### src/rtl/eth_decap.sv
// Receive-side TLP-over-Ethernet decapsulator: validates and strips the 16-byte header, buffers
// each frame's payload, and releases only complete good frames to the eth2pcie FIFO.
module eth_decap #(
  parameter logic [15:0] ETHERTYPE = 16'h88B5,
  parameter int          BUF_AW    = 6
) (
  input  logic        clk156,
  input  logic        sys_rst,
  input  logic        s_axis_tvalid,
  input  logic [63:0] s_axis_tdata,
  input  logic [7:0]  s_axis_tkeep,
  input  logic        s_axis_tlast,
  input  logic        s_axis_tuser,
  output logic        wr_en,
  output logic [73:0] din,
  input  logic        full,
  output logic [31:0] cnt_ok,
  output logic [31:0] cnt_fmt,
  output logic [31:0] cnt_err,
  output logic [31:0] cnt_ovf
);
  typedef enum logic [1:0] {HDR0, HDR1, PAY, DROP} state_t;

  localparam int              DEPTH   = 1 << BUF_AW;
  localparam logic [BUF_AW:0] PTR_ONE = {{BUF_AW{1'b0}}, 1'b1};

  state_t          state_q;
  logic            sop_q;
  logic [BUF_AW:0] rp_q, wps_q, wpc_q, wps_inc, rp_d;
  logic [73:0]     mem_q [DEPTH];
  logic [31:0]     ok_q, fmt_q, err_q, ovf_q;
  logic            free, et_ok, wr_mem;

  assign wps_inc = wps_q + PTR_ONE;
  // One slot stays unused so a full buffer is distinguishable from an empty one.
  assign free    = wps_inc[BUF_AW-1:0] != rp_q[BUF_AW-1:0];
  assign et_ok   = {s_axis_tdata[39:32], s_axis_tdata[47:40]} == ETHERTYPE;
  assign wr_mem  = s_axis_tvalid && (state_q == PAY) && free;

  assign wr_en   = (rp_q != wpc_q) && !full;
  assign din     = mem_q[rp_q[BUF_AW-1:0]];
  assign rp_d    = wr_en ? rp_q + PTR_ONE : rp_q;

  assign cnt_ok  = ok_q;
  assign cnt_fmt = fmt_q;
  assign cnt_err = err_q;
  assign cnt_ovf = ovf_q;

  // Speculative writes land beyond wp_cmt, so they stay invisible until committed.
  always_ff @(posedge clk156) begin
    if (wr_mem)
      mem_q[wps_q[BUF_AW-1:0]] <= {sop_q, s_axis_tlast,
                                   s_axis_tlast ? s_axis_tkeep : 8'hFF, s_axis_tdata};
  end

  always_ff @(posedge clk156) begin
    if (sys_rst) rp_q <= '0;
    else         rp_q <= rp_d;
  end

  always_ff @(posedge clk156) begin
    if (sys_rst) begin
      state_q <= HDR0;
      sop_q   <= 1'b0;
      wps_q   <= '0;
      wpc_q   <= '0;
      ok_q    <= '0;
      fmt_q   <= '0;
      err_q   <= '0;
      ovf_q   <= '0;
    end else if (s_axis_tvalid) begin
      case (state_q)
        HDR0: begin
          if (s_axis_tlast) fmt_q   <= fmt_q + 32'd1;
          else              state_q <= HDR1;
        end
        HDR1: begin
          if (s_axis_tlast) begin
            fmt_q   <= fmt_q + 32'd1;
            state_q <= HDR0;
          end else if (!et_ok) begin
            fmt_q   <= fmt_q + 32'd1;
            state_q <= DROP;
          end else begin
            sop_q   <= 1'b1;
            state_q <= PAY;
          end
        end
        PAY: begin
          sop_q <= 1'b0;
          if (s_axis_tlast) begin
            state_q <= HDR0;
            if (!s_axis_tuser) begin
              wps_q <= wpc_q;
              err_q <= err_q + 32'd1;
            end else if (!free) begin
              wps_q <= wpc_q;
              ovf_q <= ovf_q + 32'd1;
            end else begin
              wps_q <= wps_inc;
              wpc_q <= wps_inc;
              ok_q  <= ok_q + 32'd1;
            end
          end else if (!free) begin
            wps_q   <= wpc_q;
            ovf_q   <= ovf_q + 32'd1;
            state_q <= DROP;
          end else begin
            wps_q <= wps_inc;
          end
        end
        DROP: begin
          if (s_axis_tlast) state_q <= HDR0;
        end
        default: state_q <= HDR0;
      endcase
    end
  end
endmodule

### config.mk
export PLATFORM = sky130hd
export DESIGN_NAME = eth_decap
export DESIGN_NICKNAME = d
export VERILOG_FILES = /design/src/rtl/eth_decap.sv
export SDC_FILE = /design/constraint.sdc
export NUM_CORES = 2
export LEC_CHECK = 0
export CORE_UTILIZATION = 60
export DETAILED_ROUTE_END_ITERATION = 7
export PLACE_DENSITY = 0.81
export SETUP_SLACK_MARGIN = 0.05
export SYNTH_ARGS = -nofsm -noshare
export SYNTH_HDL_FRONTEND = slang
export SYNTH_MEMORY_MAX_BITS = 65536
export SYNTH_SLANG_ARGS = --single-unit
### constraint.sdc
create_clock -name clk156 -period 14.85 [get_ports clk156]
set_input_delay 1.485 -clock clk156 [delete_from_list [all_inputs] [get_ports clk156]]
set_output_delay 1.485 -clock clk156 [all_outputs]
set_load 0.05 [all_outputs]
==> metrics <==
average detailed-routed wire length per instance 47.9 um; net switching power 6.01 mW; commonest cells in the synthesized netlist sky130_fd_sc_hd__edfxtp_1, sky130_fd_sc_hd__mux4_2, sky130_fd_sc_hd__clkbuf_1; Primary FF master, synth sky130_fd_sc_hd__edfxtp_1; CTS Hold Bufs 0; Core Rows between 200 and 250; final weighted congestion in routability-driven placement slightly above 0.8; iteration-0 DRC count of the detailed router slightly below 20k; effective utilization at floorplan 0.604; Hold Crit Depth 2; worst hold endpoint cnt_ovf[31]$_SDFFE_PP0P_; most frequent cell after synthesis sky130_fd_sc_hd__edfxtp_1; syn_nets approximately 7.7k; final worst path period share 0.576; Critical Path RT between 10 and 15 ns; Yosys warning total 0; end of the worst register-to-register path mem_q[26][29]$_DFFE_PP_; Mapped Cells between 7k and 8k; RSZ-0062 raised after global routing false; dominant cells by area after synthesis sky130_fd_sc_hd__edfxtp_1, sky130_fd_sc_hd__mux4_2, sky130_fd_sc_hd__dfxtp_1; Sum Neg Setup Slack 0 ns; final hold vios 0; XOR/XNOR share of the synthesized area 0.00449; highest clock rate about 120 MHz; Clk pwr share 0.431; Setup Slack @ Placement between 7 and 8 ns; maximum number of pins on one net before global-route repair roughly 160; number of H-tree levels 5; total wirelength of the detailed-routed design roughly 610,000 um; worst ir drop on vdd 0.000114 V; critical path launch point type register; clock latency on the worst-skew pair between 1 and 1.5 ns; post-detailed-placement half-perimeter wirelength around 260,000 um; clock transition at the registers of the reported paths around 0.06 ns; core outline area just over 300,000 sq um; Final Max Slew Viols 42; time the worst path needs with I/O delays and setup around 8.6 ns; DRC errors left 21; async set-reset flop share out of synthesis 0; post-synth top area cell sky130_fd_sc_hd__edfxtp_1; register bit total from synthesis around 4.9k; Int Power roughly 22 mW; mean post-synth cell area roughly 24 sq um; sequential cell fraction of total power 0.544; portion of total power attributed to combinational logic 0.025; die outline area between 300,000 and 400,000 sq um; Clock Sink Count 4,894; fraction of post-synthesis cell area in the top cell type by area 0.762; Clk Tree Root Cell sky130_fd_sc_hd__clkbuf_16; slew at the pin closest to its max-slew limit around 1.6 ns; mux cell area share after synthesis 0.188; setup slack of the worst register-to-register path approximately 8.6 ns; total power per unit cell area between 100 and 150 nW/um^2; Layout area overhead 12.7%; Fillers between 15k and 20k; Via-to-Cell Ratio approximately 7.7; outcome complete, but fails checks; CTS tree done; number of max-capacitance violations reported 2; number of vias in the routed layout between 90k and 100k; post-route ant nets 0; category of the most critical setup path reg2out; worst path setup slack after routing around 6.3 ns; switching share of total power 0.216; post-synthesis share of cell area spent on full adders, half adders and majority gates 0.000402; Distinct cells, synth between 50 and 60; multi-input gate area in the final layout ~40,000 sq um; number of primary I/O pins approximately 280; netlist area before placement between 150,000 and 200,000 sq um; buffer depth of the longest clock path 4; data arrival time of the worst path between 7 and 8 ns; number of antenna violations at the first check in global routing 52; R2R Path Start wps_q[1]$_SDFFE_PP0P_; fraction of layout cells with a size suffix above 1 0.298; wire length of the first global-routing pass between 800,000 and 900,000 um; number of cells on the worst reg-to-reg path 10; vias in the first global route ~100k; number of buffers inserted during clock tree synthesis approximately 460; # setup viols final 0; Leakage Power 62.1 nW; input/output buffers 280; GR Overflow Total 0; worst setup skew after layout between 0.08 and 0.09 ns; First-pass DRT Iterations 8; fraction of the yosys area taken by sequential cells 0.779; path category of the worst min-delay check reg2reg; height of the die 560 um; biggest fanout along the worst timing path 74; sequential cell area roughly 150,000 sq um; post-cts gate resize count 0; kind of capture point of the worst setup path output port; headroom to the max-slew limit -0.0386; GRT Overall Usage 0.391; dominant combinational cell family by area after synthesis multiplexers; Synth Area in Simple Gates 0.0128; Chip Width ~560 um; number of enable flip-flop cells after synthesis 4,736; final net count roughly 8.3k; number of buffers added for setup after CTS 0; Compound-Gate Fraction of Synth Area 0.00516; hold path startpoint cnt_ovf[31]$_SDFFE_PP0P_; violated checks DRC, capacitance limit, slew limit
[kinds of logic (layout without fill, tap and decap cells)]
kind of cell / after synthesis / in the layout
flops: 4894 / 4894
mux: 1570 / 1570
simple gates: 475 / 475
buf+inv: 427 / 1379
compound gates: 153 / 153
xor+xnor: 94 / 94
fa+ha+maj: 6 / 6
other cells: 0 / 32
[registers in the layout (all words and copies together), names as in the netlist, named ones only]
name     flops
cnt_err     32
cnt_fmt     32
cnt_ok      32
cnt_ovf     32
mem_q     4736
rp_q         7
sop_q        1
state_q      2
wpc_q        7
wps_q        7
[worst max-delay path by stage]
stage | slack, ns | depth (start not counted) | endpoint
after global placement | 7.78 | 7 | din[50]
after floorplan | 8.80 | 5 | mem_q[18][0]$_DFFE_PP_
after global routing | 6.29 | 7 | din[52]
after detailed placement | 7.70 | 7 | din[54]
after CTS | 6.39 | 7 | din[52]
final | 6.29 | 7 | din[52]
[worst max-delay path, stage by stage, from the launching register on]
cell and delay (ns):
sky130_fd_sc_hd__dfxtp_4 1.16, sky130_fd_sc_hd__buf_4 0.82, sky130_fd_sc_hd__buf_4 0.80, sky130_fd_sc_hd__buf_4 0.75, sky130_fd_sc_hd__mux4_2 0.47, sky130_fd_sc_hd__mux4_2 0.56, sky130_fd_sc_hd__mux4_2 0.54, sky130_fd_sc_hd__clkdlybuf4s50_1 0.74
[routing by layer]
metal / track usage / vias up / wire [um]
met5: 0 / - / 430
met4: 0.262 / 50 / 49800
met3: 0.122 / 2751 / 96100
met2: 0.605 / 11147 / 285000
met1: 0.481 / 50388 / 178000
li1: - / 34136 / -
[final cells by class]
class	count	share of cell area
multi-input combinational	2298	0.190
sequential	4894	0.692
clock buffer	565	0.0570
inverter	24	0.000429
antenna	32	0.000381
clock inverter	285	0.0134
tap	4120	0.0245
timing repair buffer	505	0.0226
[through the flow]
stage,instances,hold slack (ns),cell area (sq um),total power [mW],utilization
finish,12723,0.487,210000,27.8,0.680
global route,12706,0.530,210000,28.3,0.680
CTS,12689,0.493,210000,27.8,0.680
detailed placement,11839,0.478,195000,16.1,0.632
global placement,11839,0.469,195000,16.1,0.632
floorplan,7619,0.463,187000,15.8,-
[power by group through the flow]
stage / clock network (mW) / logic [mW] / registers (mW)
6_report: 12.0 / 0.696 / 15.1
5_1_grt: 12.4 / 0.723 / 15.1
4_1_cts: 12.0 / 0.691 / 15.1
3_3_place_gp: 0 / 0.629 / 15.4
3_5_place_dp: 0 / 0.664 / 15.4
2_1_floorplan: 0 / 0.387 / 15.4
[layout by cell type, fill, tap and decap left out, types with 32 or more instances in the layout]
cell and count:
sky130_fd_sc_hd__dfxtp_1 151, sky130_fd_sc_hd__or3_1 36, sky130_fd_sc_hd__o21ai_0 37, sky130_fd_sc_hd__bufinv_16 35
sky130_fd_sc_hd__nand4_1 37, sky130_fd_sc_hd__clkbuf_16 462, sky130_fd_sc_hd__buf_12 34, sky130_fd_sc_hd__nand3_1 46
sky130_fd_sc_hd__nor2_1 114, sky130_fd_sc_hd__edfxtp_1 4736, sky130_fd_sc_hd__nor2_4 64, sky130_fd_sc_hd__diode_2 32
sky130_fd_sc_hd__buf_2 34, sky130_fd_sc_hd__clkbuf_1 99, sky130_fd_sc_hd__xnor2_1 54, sky130_fd_sc_hd__a21oi_1 47
sky130_fd_sc_hd__mux4_2 1554, sky130_fd_sc_hd__buf_4 192, sky130_fd_sc_hd__xor2_1 39, sky130_fd_sc_hd__clkinv_1 103
sky130_fd_sc_hd__nand2_1 51, sky130_fd_sc_hd__clkinv_2 85, sky130_fd_sc_hd__clkdlybuf4s50_1 245
No activity file was read; power rests on OpenSTA's default activity.
